File: src/rtl/mux_scan_if.sv
// Handshake and status bundle between a scan controller and the mux scan sequencer.
// The controller side drives the scan request and configuration. The sequencer
// side drives the mux select and the status strobes.
interface mux_scan_if #(
    parameter int DWELL_W = 8
);
    // Request and configuration, driven by the controller
    logic               start;
    logic               stop;
    logic               mode;
    logic [3:0]         ch_en;
    logic [DWELL_W-1:0] dwell;

    // Select and status, driven by the sequencer
    logic [1:0]         S;
    logic               sample;
    logic               busy;
    logic               done;
    logic               err;
    logic [7:0]         sweeps;

    modport master (
        output start, stop, mode, ch_en, dwell,
        input  S, sample, busy, done, err, sweeps
    );

    modport slave (
        input  start, stop, mode, ch_en, dwell,
        output S, sample, busy, done, err, sweeps
    );
endinterface

File: src/rtl/mux_scan_sequencer.sv
// Mux scan sequencer: steps the 2-bit select of a 4:1 mux through the enabled
// channels, holding each one for dwell_eff cycles. It raises sample on the last
// cycle of each dwell so downstream capture latches Y while S is stable.
// It supports one-shot sweeps and continuous scanning with a sticky stop request.
module mux_scan_sequencer #(
    parameter int DWELL_W = 8
) (
    input  logic      clk,
    input  logic      rst,
    mux_scan_if.slave bus
);

    typedef enum logic {
        IDLE = 1'b0,
        SCAN = 1'b1
    } state_t;

    state_t             state_q, state_d;
    logic [1:0]         s_q, s_d;
    logic               sample_q, sample_d;
    logic               busy_q, busy_d;
    logic               done_q, done_d;
    logic               err_q, err_d;
    logic [7:0]         sweeps_q, sweeps_d;
    logic [DWELL_W-1:0] cnt_q, cnt_d;
    logic               stop_q, stop_d;
    logic [3:0]         ch_en_q, ch_en_d;
    logic               mode_q, mode_d;
    logic [DWELL_W-1:0] dwell_q, dwell_d;

    logic [DWELL_W-1:0] dwell_in_eff;
    logic               stop_seen;
    logic               end_of_dwell;
    logic               wrap;

    // Lowest set bit of the mask. A zero mask returns 0 and is never used.
    function automatic logic [1:0] lowest_idx(input logic [3:0] mask);
        lowest_idx = 2'd0;
        for (int i = 3; i >= 0; i--) begin
            if (mask[i]) lowest_idx = 2'(i);
        end
    endfunction

    // Highest set bit of the mask, used to detect the end of a sweep.
    function automatic logic [1:0] highest_idx(input logic [3:0] mask);
        highest_idx = 2'd0;
        for (int i = 0; i < 4; i++) begin
            if (mask[i]) highest_idx = 2'(i);
        end
    endfunction

    // Next enabled index above cur. If none is enabled above cur, wrap to the lowest.
    function automatic logic [1:0] next_idx(input logic [3:0] mask, input logic [1:0] cur);
        next_idx = lowest_idx(mask);
        for (int i = 3; i >= 0; i--) begin
            if (mask[i] && (2'(i) > cur)) next_idx = 2'(i);
        end
    endfunction

    // Next-state logic. Strobes are computed one cycle ahead so that the
    // registered sample and done line up with the last dwell cycle.
    always_comb begin
        // NOTE: every signal gets a default first, so no path through the case leaves it unassigned and no latch is inferred.
        state_d      = state_q;
        s_d          = s_q;
        sample_d     = 1'b0;
        busy_d       = busy_q;
        done_d       = 1'b0;
        err_d        = 1'b0;
        sweeps_d     = sweeps_q;
        cnt_d        = cnt_q;
        stop_d       = stop_q;
        ch_en_d      = ch_en_q;
        mode_d       = mode_q;
        dwell_d      = dwell_q;
        wrap         = 1'b0;
        dwell_in_eff = (bus.dwell == '0) ? DWELL_W'(1) : bus.dwell;
        stop_seen    = stop_q | bus.stop;
        end_of_dwell = (cnt_q == dwell_q);

        unique case (state_q)
            IDLE: begin
                busy_d = 1'b0;
                stop_d = 1'b0;
                if (bus.start) begin
                    if (bus.ch_en == 4'b0000) begin
                        err_d = 1'b1;
                    end else begin
                        ch_en_d  = bus.ch_en;
                        mode_d   = bus.mode;
                        dwell_d  = dwell_in_eff;
                        sweeps_d = 8'd0;
                        s_d      = lowest_idx(bus.ch_en);
                        cnt_d    = DWELL_W'(1);
                        busy_d   = 1'b1;
                        state_d  = SCAN;
                        sample_d = (dwell_in_eff == DWELL_W'(1));
                        done_d   = sample_d && !bus.mode &&
                                   (lowest_idx(bus.ch_en) == highest_idx(bus.ch_en));
                    end
                end
            end

            SCAN: begin
                if (bus.stop) stop_d = 1'b1;
                if (end_of_dwell) begin
                    // The sample fires in this cycle, so the channel is done at this edge.
                    wrap = (s_q == highest_idx(ch_en_q));
                    if (wrap) sweeps_d = sweeps_q + 8'd1;
                    if (stop_seen || (wrap && !mode_q)) begin
                        state_d = IDLE;
                        busy_d  = 1'b0;
                        stop_d  = 1'b0;
                        cnt_d   = '0;
                    end else begin
                        s_d      = next_idx(ch_en_q, s_q);
                        cnt_d    = DWELL_W'(1);
                        sample_d = (dwell_q == DWELL_W'(1));
                        done_d   = sample_d && !mode_q &&
                                   (next_idx(ch_en_q, s_q) == highest_idx(ch_en_q));
                    end
                end else begin
                    cnt_d    = cnt_q + DWELL_W'(1);
                    sample_d = ((cnt_q + DWELL_W'(1)) == dwell_q);
                    done_d   = sample_d && !mode_q && (s_q == highest_idx(ch_en_q));
                end
            end

            default: begin
                state_d = IDLE;
                busy_d  = 1'b0;
            end
        endcase
    end

    // State and registered outputs.
    always_ff @(posedge clk or posedge rst) begin
        // NOTE: all control and output registers are reset, including the latched configuration, so the outputs are defined immediately after reset.
        if (rst) begin
            state_q  <= IDLE;
            s_q      <= 2'd0;
            sample_q <= 1'b0;
            busy_q   <= 1'b0;
            done_q   <= 1'b0;
            err_q    <= 1'b0;
            sweeps_q <= 8'd0;
            cnt_q    <= '0;
            stop_q   <= 1'b0;
            ch_en_q  <= 4'b0000;
            mode_q   <= 1'b0;
            dwell_q  <= '0;
        end else begin
            // NOTE: non-blocking assignments make every flop sample its _d value from before the edge.
            state_q  <= state_d;
            s_q      <= s_d;
            sample_q <= sample_d;
            busy_q   <= busy_d;
            done_q   <= done_d;
            err_q    <= err_d;
            sweeps_q <= sweeps_d;
            cnt_q    <= cnt_d;
            stop_q   <= stop_d;
            ch_en_q  <= ch_en_d;
            mode_q   <= mode_d;
            dwell_q  <= dwell_d;
        end
    end

    assign bus.S      = s_q;
    assign bus.sample = sample_q;
    assign bus.busy   = busy_q;
    assign bus.done   = done_q;
    assign bus.err    = err_q;
    assign bus.sweeps = sweeps_q;

endmodule

File: src/flat_wrapper.sv
// flat-port wrapper written by rule: the top's interface ports become plain ports
module mux_scan_sequencer_flat 
#(
    parameter int DWELL_W = 8
)
  (clk, rst, bus_start, bus_stop, bus_mode, bus_ch_en, bus_dwell, bus_S, bus_sample, bus_busy, bus_done, bus_err, bus_sweeps);
  mux_scan_if #(.DWELL_W(DWELL_W)) bus_i ();
  input  logic clk;
  input  logic rst;
  input wire logic [$bits(bus_i.start)-1:0] bus_start;
  input wire logic [$bits(bus_i.stop)-1:0] bus_stop;
  input wire logic [$bits(bus_i.mode)-1:0] bus_mode;
  input wire logic [$bits(bus_i.ch_en)-1:0] bus_ch_en;
  input wire logic [$bits(bus_i.dwell)-1:0] bus_dwell;
  output wire logic [$bits(bus_i.S)-1:0] bus_S;
  output wire logic [$bits(bus_i.sample)-1:0] bus_sample;
  output wire logic [$bits(bus_i.busy)-1:0] bus_busy;
  output wire logic [$bits(bus_i.done)-1:0] bus_done;
  output wire logic [$bits(bus_i.err)-1:0] bus_err;
  output wire logic [$bits(bus_i.sweeps)-1:0] bus_sweeps;
  assign bus_i.start = bus_start;
  assign bus_i.stop = bus_stop;
  assign bus_i.mode = bus_mode;
  assign bus_i.ch_en = bus_ch_en;
  assign bus_i.dwell = bus_dwell;
  assign bus_S = bus_i.S;
  assign bus_sample = bus_i.sample;
  assign bus_busy = bus_i.busy;
  assign bus_done = bus_i.done;
  assign bus_err = bus_i.err;
  assign bus_sweeps = bus_i.sweeps;
  mux_scan_sequencer #(.DWELL_W(DWELL_W)) u_core (.clk(clk), .rst(rst), .bus(bus_i));
endmodule
File: config.mk
export PLATFORM = sky130hd
export DESIGN_NAME = mux_scan_sequencer_flat
export DESIGN_NICKNAME = d
export VERILOG_FILES = /design/src/rtl/mux_scan_if.sv /design/src/rtl/mux_scan_sequencer.sv /design/src/flat_wrapper.sv
export SDC_FILE = /design/constraint.sdc
export NUM_CORES = 1
export LEC_CHECK = 0
export CAP_MARGIN = 25
export CORE_MARGIN = 2
export CORE_UTILIZATION = 57
export DETAILED_ROUTE_END_ITERATION = 8
export GPL_ROUTABILITY_DRIVEN = 0
export PLACE_DENSITY_LB_ADDON = 0.12
export SKIP_CTS_REPAIR_TIMING = 1
export SLEW_MARGIN = 30
export SYNTH_ARGS = -nofsm -noshare
export SYNTH_HDL_FRONTEND = slang
export SYNTH_SLANG_ARGS = --single-unit
File: constraint.sdc
create_clock -name clk -period 3.1 [get_ports clk]
set_input_delay 0.62 -clock clk [delete_from_list [all_inputs] [get_ports clk]]
set_output_delay 0.62 -clock clk [all_outputs]
set_load 0.01 [all_outputs]
== After elaboration in Yosys (flattened, before gate mapping) ==
Index checks and enable logic that the tools add are counted.
Storage, ports and cells
  flip-flop bits (word level): 37
  input bits: 17
  output and inout bits: 14
  word-level logic and storage cells: 127
Cells by class
  add/subtract/negate cells: 2
  $lt $le $gt $ge: 4
  equal/unequal tests: 14
  mux-type cells: 71
  bitwise logic cells: 3
  reduce and logical (&&, ||, !) cells: 21
Operators by type and width (count)
  2-to-1 mux 2 bit: 32
  2-to-1 mux 8 bit: 8
  one-hot mux 8 bit (2 select lines): 2
  2-to-1 mux 1 bit: 23
  adder 8 x 1 -> 8 bit (second input constant): 2
  equality test 8 x 1 -> 1 bit (second input constant): 2
  equality test 8 bit: 2
  inequality test 2 bit (second input constant): 6
  logical AND 1 bit: 11
  one-hot mux 1 bit (2 select lines): 5
  equality test 2 bit: 4
  logical NOT 8 bit: 1
  AND reduction 4 bit: 2
  greater-than comparator 1 x 2 -> 1 bit (first input constant): 2
  greater-than comparator 2 bit (first input constant): 2
  logical NOT 4 bit: 1
  one-hot mux 2 bit (2 select lines): 1
  AND reduction 2 bit: 2
  AND reduction 3 bit: 1
  logical NOT 1 bit: 2
  inverter 1 bit: 2
  logical OR 1 bit: 1
  bitwise OR 1 bit: 1

== Depth between registers and ports, before layout ==
Gate-level depths: netlist (run 1).
  depth in word-level cells: 16
  mapped depth: 8
  mapped depth without buffers: 7

== Worst setup path after synthesis (run 1) ==
OpenSTA, ideal clock, no wires.
  path type: input to register
  start point: input bus_ch_en[0]
  end point: register u_core.sweeps_q[0] (netlist: u_core.bus.sweeps[0])
  setup time: 0.125 ns
  data arrival time: 2.026 ns
  required time: 2.975 ns
  setup slack: 0.949 ns
  stages: 5
  path buffers: 0
  path through: or4_4 and2_4 a311oi_4 nor2_1 mux2_2
Between the ends
  cells in the longest elaborated chain, start to end: 3
RTL lines
  start: declaration: line flat_wrapper.sv:13  | input wire logic [$bits(bus_i.ch_en)-1:0] bus_ch_en;
  logical NOT 4 bit: line mux_scan_sequencer.sv:86  | if (bus.ch_en == 4'b0000) begin
  inequality test 2 bit (no line)
  AND reduction 4 bit (no line)
  end signal: assignment: line mux_scan_sequencer.sv:160  | sweeps_q <= sweeps_d;
  end: declaration: line mux_scan_sequencer.sv:24  | logic [7:0] sweeps_q, sweeps_d;
No other way between the ends.
A chain may end at the register's enable or synchronous reset.

== Final worst setup path (run 1) ==
  start point: input bus_ch_en[1]
  end point: register u_core.sweeps_q[0] (netlist: u_core.bus.sweeps[0])
The elaborated chain is that of the path after synthesis.

==> results of run 1 <==
[power by group]
group	internal [mW]	total [mW]	switching, mW
logic	0.572	1.18	0.603
registers	0.674	0.973	0.300
clock network	0.320	0.494	0.174
[layout make-up]
cell class              instances  area (µm²)  share of cell area
well taps                      48        60.1              0.0226
clock buffers                   5        68.8              0.0259
clock inverters                 3        65.1              0.0245
repair buffers                 33         323               0.121
multi-input cells             193        1190               0.449
inverters                       6        22.5             0.00847
flip-flops and latches         37         926               0.348
[per-stage QoR]
step	hold slack [ps]	utilization	setup slack (ps)	cell area, µm²	instances
finish	511	0.721	527	2660	325
global route	555	0.721	390	2660	325
CTS	516	0.721	539	2660	325
detailed placement	497	0.685	229	2530	317
global placement	485	0.685	243	2530	317
floorplan	454	-	949	2210	247
[per-layer routing]
metal	GRT usage	vias to the layer above	routed length (µm)
met5	0	-	0
met2	0.385	35	2170
met3	0.0477	6	195
met1	0.317	847	2190
li1	-	936	-
met4	0.0765	0	61
[registers in the layout, summed over array words and instances (netlist names)]
register           flops
u_core.bus.S           2
u_core.bus.done        1
u_core.state_q         1
u_core.bus.err         1
u_core.dwell_q         8
u_core.bus.sweeps      8
u_core.bus.busy        1
u_core.mode_q          1
u_core.stop_q          1
u_core.bus.sample      1
u_core.cnt_q           8
u_core.ch_en_q         4
[cells in the final DEF, fill, tap and decap left out, types with 2 or more instances in the layout]
cell              n
nand2_1          49
dfrtp_1          37
clkdlybuf4s50_1  30
nor2_1           24
nand3_1          12
xnor2_1          11
a21oi_1          11
o21ai_0           9
nor3_1            8
xor2_1            6
inv_1             6
nor2b_1           5
o31ai_1           5
clkbuf_8          5
nor4b_1           4
nor4_1            4
and2_1            3
a21o_1            3
buf_4             3
o21a_1            2
or2_2             2
a22o_1            2
ha_1              2
bufinv_16         2
[path summary, 6_finish.rpt]
path | from | endpoint | cells past startpoint
worst max-delay path | bus_ch_en[1] | u_core.bus.sweeps[0] | 6
max in group asynchronous | rst | u_core.ch_en_q[0] | 3
worst min register to register | u_core.stop_q | u_core.stop_q | 2
worst min-delay path | u_core.stop_q | u_core.stop_q | 2
worst max register to register | u_core.cnt_q[0] | u_core.bus.S[0] | 6
min in group asynchronous | rst | u_core.bus.sweeps[5] | 3
[critical path, stage by stage]
cell	delay, ps
clkdlybuf4s50_1	490
or4_4	570
and2_4	240
a311oi_4	430
nor2_1	110
mux2_2	300
[logic make-up (layout without fill, tap and decap cells)]
logic type	count (synthesis)	in the layout	synth area share
simple gates	125	125	0.287
compound gates	48	48	0.170
flops	37	37	0.419
xor+xnor	17	17	0.0674
buf+inv	17	47	0.0402
fa+ha+maj	2	2	0.0113
mux	1	1	0.00510
==> implementation parameters, run 1 <==
Parameter                              Value

Synth
  Syn_area_per_cell ... 8.95 µm²
  Top-area cell type share of the netlist area ... 0.419
  Most frequent cells after synthesis ... 49 x nand2_1, 37 x dfrtp_1, 24 x nor2_1
  Synth Cell Area ... 2210 µm²
  Most frequent cell after synthesis ... nand2_1
  Number of enable flip-flop cells after synthesis ... 0
  Top area cells in the synthesized netlist ... dfrtp_1 42%, nand2_1 8.3%, xnor2_1 4.4%
  Synth Warn # ... 0
  Cell taking the most area after synthesis ... dfrtp_1
  Async set-reset flop share out of synthesis ... 1.00
  Post-synth top flop ... dfrtp_1
  Number of different library cells in the post-synthesis netlist ... 57
  Synthesized Nets ... 266
  Sequential-to-total area share from yosys stat ... 0.419
  Post-synthesis cell count ... 247
  Flip-flop and latch count after synthesis ... 37

Layout
  Final #Nets ... 295
  Ant. Diodes ... 0
  Ratio of cells with drive above 1 in the final layout ... 0.0830
  Layout overhead on the synthesized area ... 20.4%
  Layout fillers ... 305

Worst setup path
  Setup slack, reg-to-reg ... ~700 ps
  Required @ worst endpoint ... 3280 ps
  CP Max Fanout ... 20
  Classification of the worst setup path ... in -> reg
  Arr. time, crit path ... 2760 ps
  Startpoint type of the worst setup path ... primary input
  CP endpoint kind ... flip-flop

Global routing
  Antenna violations before repair ... 0
  Total gr overflow ... 0
  Vias in the first global route ... 1760
  Overall track demand over capacity in global routing ... 0.237
  Largest net degree at the start of global routing ... 38
  Global-route wire length before repair ... 7960 µm

Timing
  Peak clock frequency supported by timing ... between 300 and 400 MHz
  Number of failing hold endpoints at the final stage ... 0
  Final Cycle Share ... 0.830
  Final critical path time including I/O delays and setup ... between 2000 and 3000 ps
  Final number of setup-violating endpoints ... 0
  Final setup TNS ... 0 ps
  Worst relative slew slack ... 0.497
  Final number of max-transition violations ... 0
  Clock skew after layout ... approximately 6.8 ps
  Setup repair after global routing missed its margin ... no
  Slew of the pin with the lowest slew margin ... 754 ps

Detailed routing
  Per-cell routed wire length ... 14.2 µm
  Total number of vias ... 1824
  DRT antenna net count ... 0
  Vias/cell ... 5.61
  Total Routed Length ... 4620 µm
  DRC violation count after routing ... 0
  Number of DRC markers in iteration 0 ... 90
  Detailed-router iteration count before antenna repair ... 4

Power and ir drop
  Total power ... between 2 and 3 mW
  Leakage power ... 1.13 nW
  Power density over the cells ... 993 nW/µm²
  Maximum vdd drop ... 0.558 mV

Floorplan
  Die area ... 4390 µm²
  Die span in y ... 66.3 µm
  Total core area ... 3690 µm²
  Die X ... 66.3 µm
  Initial Utilization ... 0.599
  Site row count ... 22
  I/O pin count ... 31

CTS
  Clock tree from TritonCTS ... done
  Number of clock sinks seen by CTS ... 37
  Maximum count of clock buffers along a single path ... 2
  Register clock-pin slew on the reported worst setup and hold paths ... about 80 ps
  Insertion delay to the later sink of the worst-skew pair ... 290 ps
  Clock buffers created by TritonCTS ... 5
  CTS HTree Levels ... 2
  Root Driver ... clkbuf_8

Outcome
  Result of the run ... finished clean

Place
  Detailed placer's ending HPWL ... 3330 µm
  Port Buffers ... 30

Run
  MaxCap Viol Count ... 0

Min path
  Type of the tightest min-delay check ... reg -> reg
(Power assumes the default switching activity.)
==> run 2, diff against run 1 <==
--- a/config.mk
+++ b/config.mk
@@ -7,7 +7,7 @@
 export LEC_CHECK = 0
 export CAP_MARGIN = 25
 export CORE_MARGIN = 2
-export CORE_UTILIZATION = 57
+export CORE_UTILIZATION = 54
 export DETAILED_ROUTE_END_ITERATION = 8
 export GPL_ROUTABILITY_DRIVEN = 0
 export PLACE_DENSITY_LB_ADDON = 0.12
==> constraint.sdc (replaced) <==
create_clock -name clk -period 2.5 [get_ports clk]
set_input_delay 0.5 -clock clk [delete_from_list [all_inputs] [get_ports clk]]
set_output_delay 0.5 -clock clk [all_outputs]
set_load 0.01 [all_outputs]
==> implementation parameters, run 2 (synthesized netlist as in run 1, its figures left out) <==
Parameter                              Value

Power and ir drop
  Leakage power ... 1.17 nW
  Maximum vdd drop ... 0.600 mV
  Power density over the cells ... around 1200 nW/µm²
  Total power ... around 3.4 mW

Detailed routing
  DRT antenna net count ... 0
  Number of DRC markers in iteration 0 ... 151
  Detailed-router iteration count before antenna repair ... 4
  Vias/cell ... a little under 6
  DRC violation count after routing ... 0
  Total number of vias ... 1954
  Total Routed Length ... 5220 µm
  Per-cell routed wire length ... 15.5 µm

Worst setup path
  Classification of the worst setup path ... reg -> reg
  CP endpoint kind ... flip-flop
  Startpoint type of the worst setup path ... flip-flop
  Required @ worst endpoint ... 2690 ps
  Arr. time, crit path ... 2480 ps
  CP Max Fanout ... 11

Floorplan
  Total core area ... 3970 µm²
  Site row count ... 23
  I/O pin count ... 31
  Initial Utilization ... 0.556
  Die X ... between 60 and 70 µm
  Die area ... ~4600 µm²
  Die span in y ... ~70 µm

Layout
  Commonest non-fill, non-tap cell in the layout ... nand2_1
  Area occupied by multi-input gates ... about 1200 µm²
  Final #Nets ... between 300 and 400
  Storage element area ... around 930 µm²
  Leading cell types in the layout, fill and taps excluded ... 49 x nand2_1, 37 x dfrtp_1, 30 x clkdlybuf4s50_1, 24 x nor2_1
  Ratio of cells with drive above 1 in the final layout ... 0.112
  Ant. Diodes ... 0
  Layout fillers ... 323
  Layout overhead on the synthesized area ... 23.6%

Global routing
  Largest net degree at the start of global routing ... 38
  Vias in the first global route ... 1828
  Global-route wire length before repair ... 8400 µm
  Total gr overflow ... 0
  Overall track demand over capacity in global routing ... 0.249
  Antenna violations before repair ... 0

CTS
  Number of clock sinks seen by CTS ... 37
  Insertion delay to the later sink of the worst-skew pair ... roughly 300 ps
  Clock buffers created by TritonCTS ... 5
  Root Driver ... clkbuf_8
  Clock tree from TritonCTS ... done
  Register clock-pin slew on the reported worst setup and hold paths ... 80 ps
  CTS HTree Levels ... 2
  Maximum count of clock buffers along a single path ... 2

Timing
  Clock skew after layout ... 5.75 ps
  Final critical path time including I/O delays and setup ... 2290 ps
  Worst relative slew slack ... 0.636
  Setup repair after global routing missed its margin ... no
  Final number of max-transition violations ... 0
  Number of failing hold endpoints at the final stage ... 0
  Slew of the pin with the lowest slew margin ... 547 ps
  Final number of setup-violating endpoints ... 0
  Final Cycle Share ... 0.917
  Final setup TNS ... 0 ps
  Peak clock frequency supported by timing ... 436 MHz

Run
  MaxCap Viol Count ... 0

Outcome
  Result of the run ... finished clean

Min path
  Type of the tightest min-delay check ... reg -> reg

Place
  Port Buffers ... 30
  Detailed placer's ending HPWL ... 3690 µm
[run 2: cell types whose count changed in the layout (fill, tap and decap cells not counted)]
cell | previous run | this run
buf_4 | 3 | 12
[run 2: worst paths after layout]
kind                                  from              endpoint  slack, ps  depth (start not counted)
max reg2reg                u_core.cnt_q[3]       u_core.bus.S[0]        210                          6
max in group asynchronous              rst     u_core.ch_en_q[0]       1550                          3
min in group asynchronous              rst  u_core.bus.sweeps[5]        600                          3
min reg2reg                u_core.cnt_q[7]       u_core.cnt_q[7]        510                          1
min                        u_core.cnt_q[7]       u_core.cnt_q[7]        510                          1
max                        u_core.cnt_q[3]       u_core.bus.S[0]        210                          6
[run 2: layout make-up]
class                      instances  area share
multi-input combinational        193       0.438
sequential                        37       0.339
timing repair buffer              42       0.143
clock buffer                       5      0.0252
clock inverter                     3      0.0238
tap                               50      0.0229
inverter                           6     0.00825
[run 2: per-layer routing]
layer,up-vias,track usage,share of wire
li1,955,-,-
met1,934,0.324,0.46
met2,59,0.404,0.47
met3,6,0.0559,0.052
met4,0,0.0900,0.013
met5,-,0,0
[run 2: where the power goes]
group	internal, mW	switching, mW
combinational	0.752	0.811
sequential	0.835	0.370
clock	0.396	0.227
[run 2: critical path: stages, from the launching register on]
cell,delay (ps)
dfrtp_1,450
xor2_1,230
nor4_4,330
a41oi_2,350
nor2_1,440
o311ai_0,220
o21a_1,150
[run 2: per-stage QoR]
stage | hold slack [ps] | cells | util | setup WS, ps | area [µm²]
after floorplan | 454 | 247 | - | 469 | 2210
after global placement | 476 | 328 | 0.654 | 37.3 | 2600
after detailed placement | 492 | 328 | 0.654 | 11.0 | 2600
after CTS | 511 | 336 | 0.687 | 194 | 2730
after global routing | 530 | 336 | 0.687 | 41.0 | 2730
final | 506 | 336 | 0.687 | 207 | 2730
==> run 3, diff against run 2 <==
--- a/config.mk
+++ b/config.mk
@@ -8,10 +8,10 @@
 export CAP_MARGIN = 25
 export CORE_MARGIN = 2
 export CORE_UTILIZATION = 54
+export CTS_CLUSTER_SIZE = 40
 export DETAILED_ROUTE_END_ITERATION = 8
 export GPL_ROUTABILITY_DRIVEN = 0
 export PLACE_DENSITY_LB_ADDON = 0.12
-export SKIP_CTS_REPAIR_TIMING = 1
 export SLEW_MARGIN = 30
 export SYNTH_ARGS = -nofsm -noshare
 export SYNTH_HDL_FRONTEND = slang
==> results of run 3 <==
No change in the layout: final DEF, timing and power equal those of run 2.
